## src/rtl/seg7_scan_ctrl.sv

```systemverilog
`default_nettype none
// ============================================================================
// Module   : seg7_scan_ctrl
// Purpose  : Multiplexed 7-segment scan controller with a shadow/active entry
//            buffer, PWM brightness, guard band and leading-zero suppression.
// Revision : 1.0
// ============================================================================
module seg7_scan_ctrl #(
  parameter int N_DIGITS    = 8,
  parameter int DIV_LOG2    = 14,
  parameter int BRIGHT_W    = 3,
  parameter int GUARD       = 4,
  parameter int EN_ACT_LOW  = 1,
  parameter int SEG_ACT_LOW = 1
) (
  input  logic                i_clk,
  input  logic                i_rst,
  input  logic                i_wr_stb,
  input  logic [3:0]          i_wr_addr,
  input  logic [7:0]          i_wr_data,
  input  logic                i_commit,
  input  logic [BRIGHT_W-1:0] i_bright,
  input  logic                i_lz_sup,
  output logic                o_commit_pend,
  output logic                o_frame,
  output logic [6:0]          o_seg,
  output logic                o_dp,
  output logic [N_DIGITS-1:0] o_en
);

  localparam int                  c_DIG_W    = $clog2(N_DIGITS);
  localparam logic [c_DIG_W-1:0]  c_LAST_DIG = c_DIG_W'(N_DIGITS - 1);
  localparam logic [DIV_LOG2-1:0] c_GUARD    = DIV_LOG2'(GUARD);
  localparam logic [7:0]          c_BLANK    = 8'h20;
  localparam logic                c_EN_INV   = (EN_ACT_LOW != 0);
  localparam logic                c_SEG_INV  = (SEG_ACT_LOW != 0);

  logic [DIV_LOG2-1:0] slot_cnt_q, slot_cnt_d;
  logic [c_DIG_W-1:0]  dig_q, dig_d;
  logic [7:0]          shadow_q [N_DIGITS];
  logic [7:0]          shadow_d [N_DIGITS];
  logic [7:0]          active_q [N_DIGITS];
  logic [7:0]          active_d [N_DIGITS];
  logic                pend_q, pend_d;
  logic                frame_q, frame_d;
  logic [N_DIGITS-1:0] en_q, en_d;
  logic [6:0]          seg_q, seg_d;
  logic                dp_q, dp_d;

  logic                w_slot_wrap;
  logic                w_boundary;
  logic                w_gate;
  logic [N_DIGITS-1:0] w_dark;
  logic                w_above;
  logic [7:0]          w_cur;

  function automatic logic [6:0] f_hex2seg(input logic [3:0] v);
    case (v)
      4'h0:    f_hex2seg = 7'h7E;
      4'h1:    f_hex2seg = 7'h30;
      4'h2:    f_hex2seg = 7'h6D;
      4'h3:    f_hex2seg = 7'h79;
      4'h4:    f_hex2seg = 7'h33;
      4'h5:    f_hex2seg = 7'h5B;
      4'h6:    f_hex2seg = 7'h5F;
      4'h7:    f_hex2seg = 7'h70;
      4'h8:    f_hex2seg = 7'h7F;
      4'h9:    f_hex2seg = 7'h7B;
      4'hA:    f_hex2seg = 7'h77;
      4'hB:    f_hex2seg = 7'h1F;
      4'hC:    f_hex2seg = 7'h4E;
      4'hD:    f_hex2seg = 7'h3D;
      4'hE:    f_hex2seg = 7'h4F;
      default: f_hex2seg = 7'h47;
    endcase
  endfunction

  assign w_slot_wrap = &slot_cnt_q;
  assign w_boundary  = w_slot_wrap && (dig_q == c_LAST_DIG);
  assign w_gate      = (slot_cnt_q >= c_GUARD) &&
                       (slot_cnt_q[DIV_LOG2-1 -: BRIGHT_W] < i_bright);
  assign w_cur       = active_q[dig_q];

  // Suppression ripples downward from the most significant digit.
  always_comb begin
    w_above = 1'b1;
    w_dark  = '0;
    for (int k = N_DIGITS - 1; k >= 0; k--) begin
      w_dark[k] = active_q[k][5] |
                  (i_lz_sup & (k != 0) & (active_q[k][3:0] == 4'h0) &
                   ~active_q[k][4] & w_above);
      w_above   = w_above & w_dark[k];
    end
  end

  always_comb begin
    slot_cnt_d = slot_cnt_q + DIV_LOG2'(1);
    dig_d      = dig_q;
    if (w_slot_wrap) begin
      dig_d = (dig_q == c_LAST_DIG) ? '0 : dig_q + c_DIG_W'(1);
    end
    frame_d  = w_boundary;
    shadow_d = shadow_q;
    active_d = active_q;
    pend_d   = pend_q;
    // Copy takes the pre-write shadow; a coincident write only reaches shadow.
    if (w_boundary && pend_q) begin
      active_d = shadow_q;
      pend_d   = 1'b0;
    end else if (i_commit && !pend_q) begin
      pend_d = 1'b1;
    end
    if (i_wr_stb) begin
      for (int k = 0; k < N_DIGITS; k++) begin
        if (i_wr_addr == 4'(k)) shadow_d[k] = i_wr_data;
      end
    end
  end

  always_comb begin
    en_d  = '0;
    seg_d = '0;
    dp_d  = 1'b0;
    if (w_gate) begin
      en_d[dig_q] = 1'b1;
      if (!w_dark[dig_q]) begin
        seg_d = f_hex2seg(w_cur[3:0]);
        dp_d  = w_cur[4];
      end
    end
  end

  always_ff @(posedge i_clk) begin
    if (i_rst) begin
      slot_cnt_q <= '0;
      dig_q      <= '0;
      shadow_q   <= '{default: c_BLANK};
      active_q   <= '{default: c_BLANK};
      pend_q     <= 1'b0;
      frame_q    <= 1'b0;
      en_q       <= '0;
      seg_q      <= '0;
      dp_q       <= 1'b0;
    end else begin
      slot_cnt_q <= slot_cnt_d;
      dig_q      <= dig_d;
      shadow_q   <= shadow_d;
      active_q   <= active_d;
      pend_q     <= pend_d;
      frame_q    <= frame_d;
      en_q       <= en_d;
      seg_q      <= seg_d;
      dp_q       <= dp_d;
    end
  end

  assign o_commit_pend = pend_q;
  assign o_frame       = frame_q;
  assign o_en          = en_q ^ {N_DIGITS{c_EN_INV}};
  assign o_seg         = seg_q ^ {7{c_SEG_INV}};
  assign o_dp          = dp_q ^ c_SEG_INV;

endmodule
`default_nettype wire
```

## config.mk

```make
export PLATFORM = sky130hd
export DESIGN_NAME = seg7_scan_ctrl
export DESIGN_NICKNAME = d
export VERILOG_FILES = /design/src/rtl/seg7_scan_ctrl.sv
export SDC_FILE = /design/constraint.sdc
export NUM_CORES = 1
export LEC_CHECK = 0
export ABC_AREA = 1
export BUFFER_PORTS_ARGS = -buffer_cell sky130_fd_sc_hd__buf_2
export CORE_ASPECT_RATIO = 0.7
export CORE_UTILIZATION = 64
export CTS_CLUSTER_SIZE = 16
export DETAILED_ROUTE_END_ITERATION = 10
export PLACE_DENSITY_LB_ADDON = 0.25
export SYNTH_ARGS = -nofsm -noshare
export SYNTH_HDL_FRONTEND = slang
export SYNTH_SLANG_ARGS = --single-unit
```

## constraint.sdc

```tcl
create_clock -name i_clk -period 6 [get_ports i_clk]
set_input_delay 0.6 -clock i_clk [delete_from_list [all_inputs] [get_ports i_clk]]
set_output_delay 0.6 -clock i_clk [all_outputs]
set_load 0.02 [all_outputs]
```

==> summary.txt <==
Finish
  • Inserted Diodes: 0
  • Commonest non-fill, non-tap cell in the layout: nor2_1
  • Final nets: 816
  • Area Growth Syn to Fin: 14.67%
  • Number of fill cells in the layout: 644
  • Leading cell types in the layout, fill and taps excluded: 149 x nor2_1, 131 x dfxtp_1, 102 x nand2_1
  • Share of post-route cells with drive strength above 1: around an eighth

STA
  • Clk_skew: 6.652 ps
  • Fin crit share: approximately two fifths
  • Pin slew with the least headroom to its limit: roughly 810 ps
  • Headroom to the max-slew limit: 46.33%
  • Endpoints failing setup: 0
  • Hold Slack: 457.7 ps
  • Final min period: 2503 ps
  • Fin. max-slew vios: 0
  • Setup TNS: 0 ps
  • Max Fclk: approximately 0.40 GHz
  • RSZ-0062 raised after global routing: false
  • Number of hold violations in the final report: 0

Floorplanning
  • Starting Density: 66.29%
  • Die area: about 9200 um^2
  • Placeable Area: roughly 8500 um^2
  • I/O pins: 38
  • Die span in x: 114.0 um
  • Site row count: 28
  • Die Ht: 80.41 um

Logic synthesis
  • Synth Cell Area: roughly 5600 um^2
  • Post-synthesis simple-gate area fraction: 23.20%
  • Yosys warning count: 0
  • #FFs+latches synth: 131
  • Synth cell types: 47
  • Xor/xnor share of the synthesized area: 0.1558%
  • Cells after Synth: 755
  • Synth Area in Compound Gates: 17.43%
  • Post-synthesis mux area share: 0.1781%
  • Post-synthesis average cell area: 7.444 um^2
  • Top FF cell, synth: dfxtp_1
  • Ys async rst share: 0%
  • Post-synth EDFFs: 0
  • Post-Syn Nets: 788
  • Adder-cell share of the synthesized area: 2.894%
  • Largest family of logic cells by synthesized area: simple AND/OR/NAND/NOR gates
  • Sequential area share after synthesis: 46.66%

Global route
  • Grt total ovfl: 0
  • Vias in the first global route: 4696
  • Largest net degree at the start of global routing: 93
  • Initial antenna violation count: 0
  • Global-route wire length before repair: 22650 um
  • Gr usage total: about a third

CTS
  • H-tree depth: 4
  • Clk pin slew, worst setup/hold paths: 60 ps
  • Root buffer cell: clkbuf_16
  • Max Root-Sink Buffers: 2
  • Post-cts sizing count: 0
  • Post-CTS Hold Buffers: 0
  • Post CTS Setup Buffer Count: 0
  • Total clock buffers created by CTS: 17
  • CTS tree: built
  • Clk_lat worst skew: ~430 ps
  • Sink Count: about 130

Place
  • DPL Wire Length: 9210 um
  • GPL Wtd Cong: 0.9242
  • # port buffers: 35

Worst hold path
  • Worst hold stages: 1
  • Worst hold-check path type: reg2reg

Setup path
  • CP Launch Type: flip-flop
  • Slack of the worst reg-to-reg path: 3500 ps
  • Critical path type: reg2reg
  • Worst-path fanout max: 25
  • CP Data Required Time: 6260 ps
  • Worst EP arrival: 2770 ps
  • CP endpoint kind: flip-flop
  • Worst Reg2Reg Path Length in Cells: 8

Route
  • DRC viols: 0
  • Routed WL: 14160 um
  • DRC marker count from the first detailed-route iteration: 495
  • Pre-Repair DR Iteration Count: 5
  • Drt via density: ~5.7
  • DR vias: between 5000 and 6000
  • Final antenna-violating net count: 0
  • WL/cell: 15.46 um

Pwr
  • Leakage power: 2.748 nW
  • PwrDens: 312.1 nW/um^2
  • Worst VDD drop: between 0.0002 and 0.00025 V

Status
  • Run status: complete, no violations

Flow run
  • Max cap viols: 0
## per-stage QoR
stage / power, mW / instances / utilization [%] / setup WS [ps] / instance area (um^2)
3_5_place_dp: 0.9627 / 884 / 68.85 / 3578 / 5837
6_report: 2.011 / 916 / 76.02 / 3497 / 6445
5_1_grt: 2.057 / 916 / 76.02 / 3219 / 6445
3_3_place_gp: 0.9607 / 884 / 68.85 / 3628 / 5837
2_1_floorplan: 0.9419 / 755 / - / 3962 / 5620
4_1_cts: 2.010 / 916 / 76.02 / 3535 / 6445
## registers in the layout, summed over array words and instances, names as in the netlist
name / flops
active_q: 48
dig_q: 3
dp_q: 1
en_q: 8
o_commit_pend: 1
o_frame: 1
seg_q: 7
shadow_q: 48
slot_cnt_q: 14
## critical path, stage by stage (launching register included)
cell and delay, ps:
dfxtp_1 420, ha_1 270, ha_1 230, inv_1 100
nor3_2 60, nand2_2 390, clkinv_2 510, nand2_1 250
o211ai_1 110
## cell families after synthesis
kind of cell,after synthesis
XOR/XNOR,1
AO/OA/AOI/OAI,173
adder cells (fa/ha/maj),13
flip-flops,131
buffers and inverters,135
multiplexers,1
AND/OR/NAND/NOR,301
## synthesized netlist by cell type, types with 2 or more instances
library cell    n  share of area [%]
inv_4           2               0.22
nand2_1       102                6.8
buf_2           6               0.53
o22ai_1        11                1.2
o21ai_2         2               0.31
dfxtp_1       131                 47
a221oi_1        4               0.62
ha_1           13                2.9
nand2_2         3               0.33
nor2_1        149                 10
nor3_2          2               0.36
o211ai_1        9                1.2
a221oi_2        2               0.53
inv_2           5               0.33
o21ai_1        29                2.6
buf_1           7               0.47
a211oi_1        2               0.27
nand2_4         2               0.40
inv_1          98                6.5
o21bai_1        2               0.27
nor3_4          2               0.58
a21oi_1        54                4.8
nand4_1         7               0.78
clkinv_2        2               0.18
nor3_1          5               0.45
nand3_1        21                1.9
clkbuf_1       13               0.87
o21ai_0        51                4.5
## power breakdown
part,switching (mW),total (mW),internal (mW)
clock network,0.407,1.06,0.658
logic,0.0433,0.0607,0.0174
registers,0.00639,0.886,0.879
total,0.457,2.01,1.55
## layout make-up
| type | instances | area, um^2 | share of cell area, % |
|---|---|---|---|
| multi-input combinational | 489 | 2465 | 38.24 |
| timing repair buffer | 37 | 190.2 | 2.951 |
| clock inverter | 14 | 178.9 | 2.776 |
| clock buffer | 18 | 429.2 | 6.659 |
| sequential | 131 | 2623 | 40.69 |
| tap | 120 | 150.1 | 2.330 |
| inverter | 107 | 409.1 | 6.348 |
## metal layers
metal,vias up,wire length [um],track usage (%)
met5,-,0,0
met4,0,317,13.12
met3,43,1439,9.660
met2,304,6285,51.76
met1,2364,6119,42.88
li1,2497,-,-
## final timing paths
| kind | from | to |
|---|---|---|
| min reg2reg | slot_cnt_q[0]$_SDFF_PP0_ | slot_cnt_q[0]$_SDFF_PP0_ |
| min | slot_cnt_q[0]$_SDFF_PP0_ | slot_cnt_q[0]$_SDFF_PP0_ |
| max | dig_q[0]$_SDFFE_PP0P_ | active_q[37]$_SDFFE_PP1P_ |
| max reg2reg | dig_q[0]$_SDFFE_PP0P_ | active_q[37]$_SDFFE_PP1P_ |
Power figures use the tool's default switching activity.
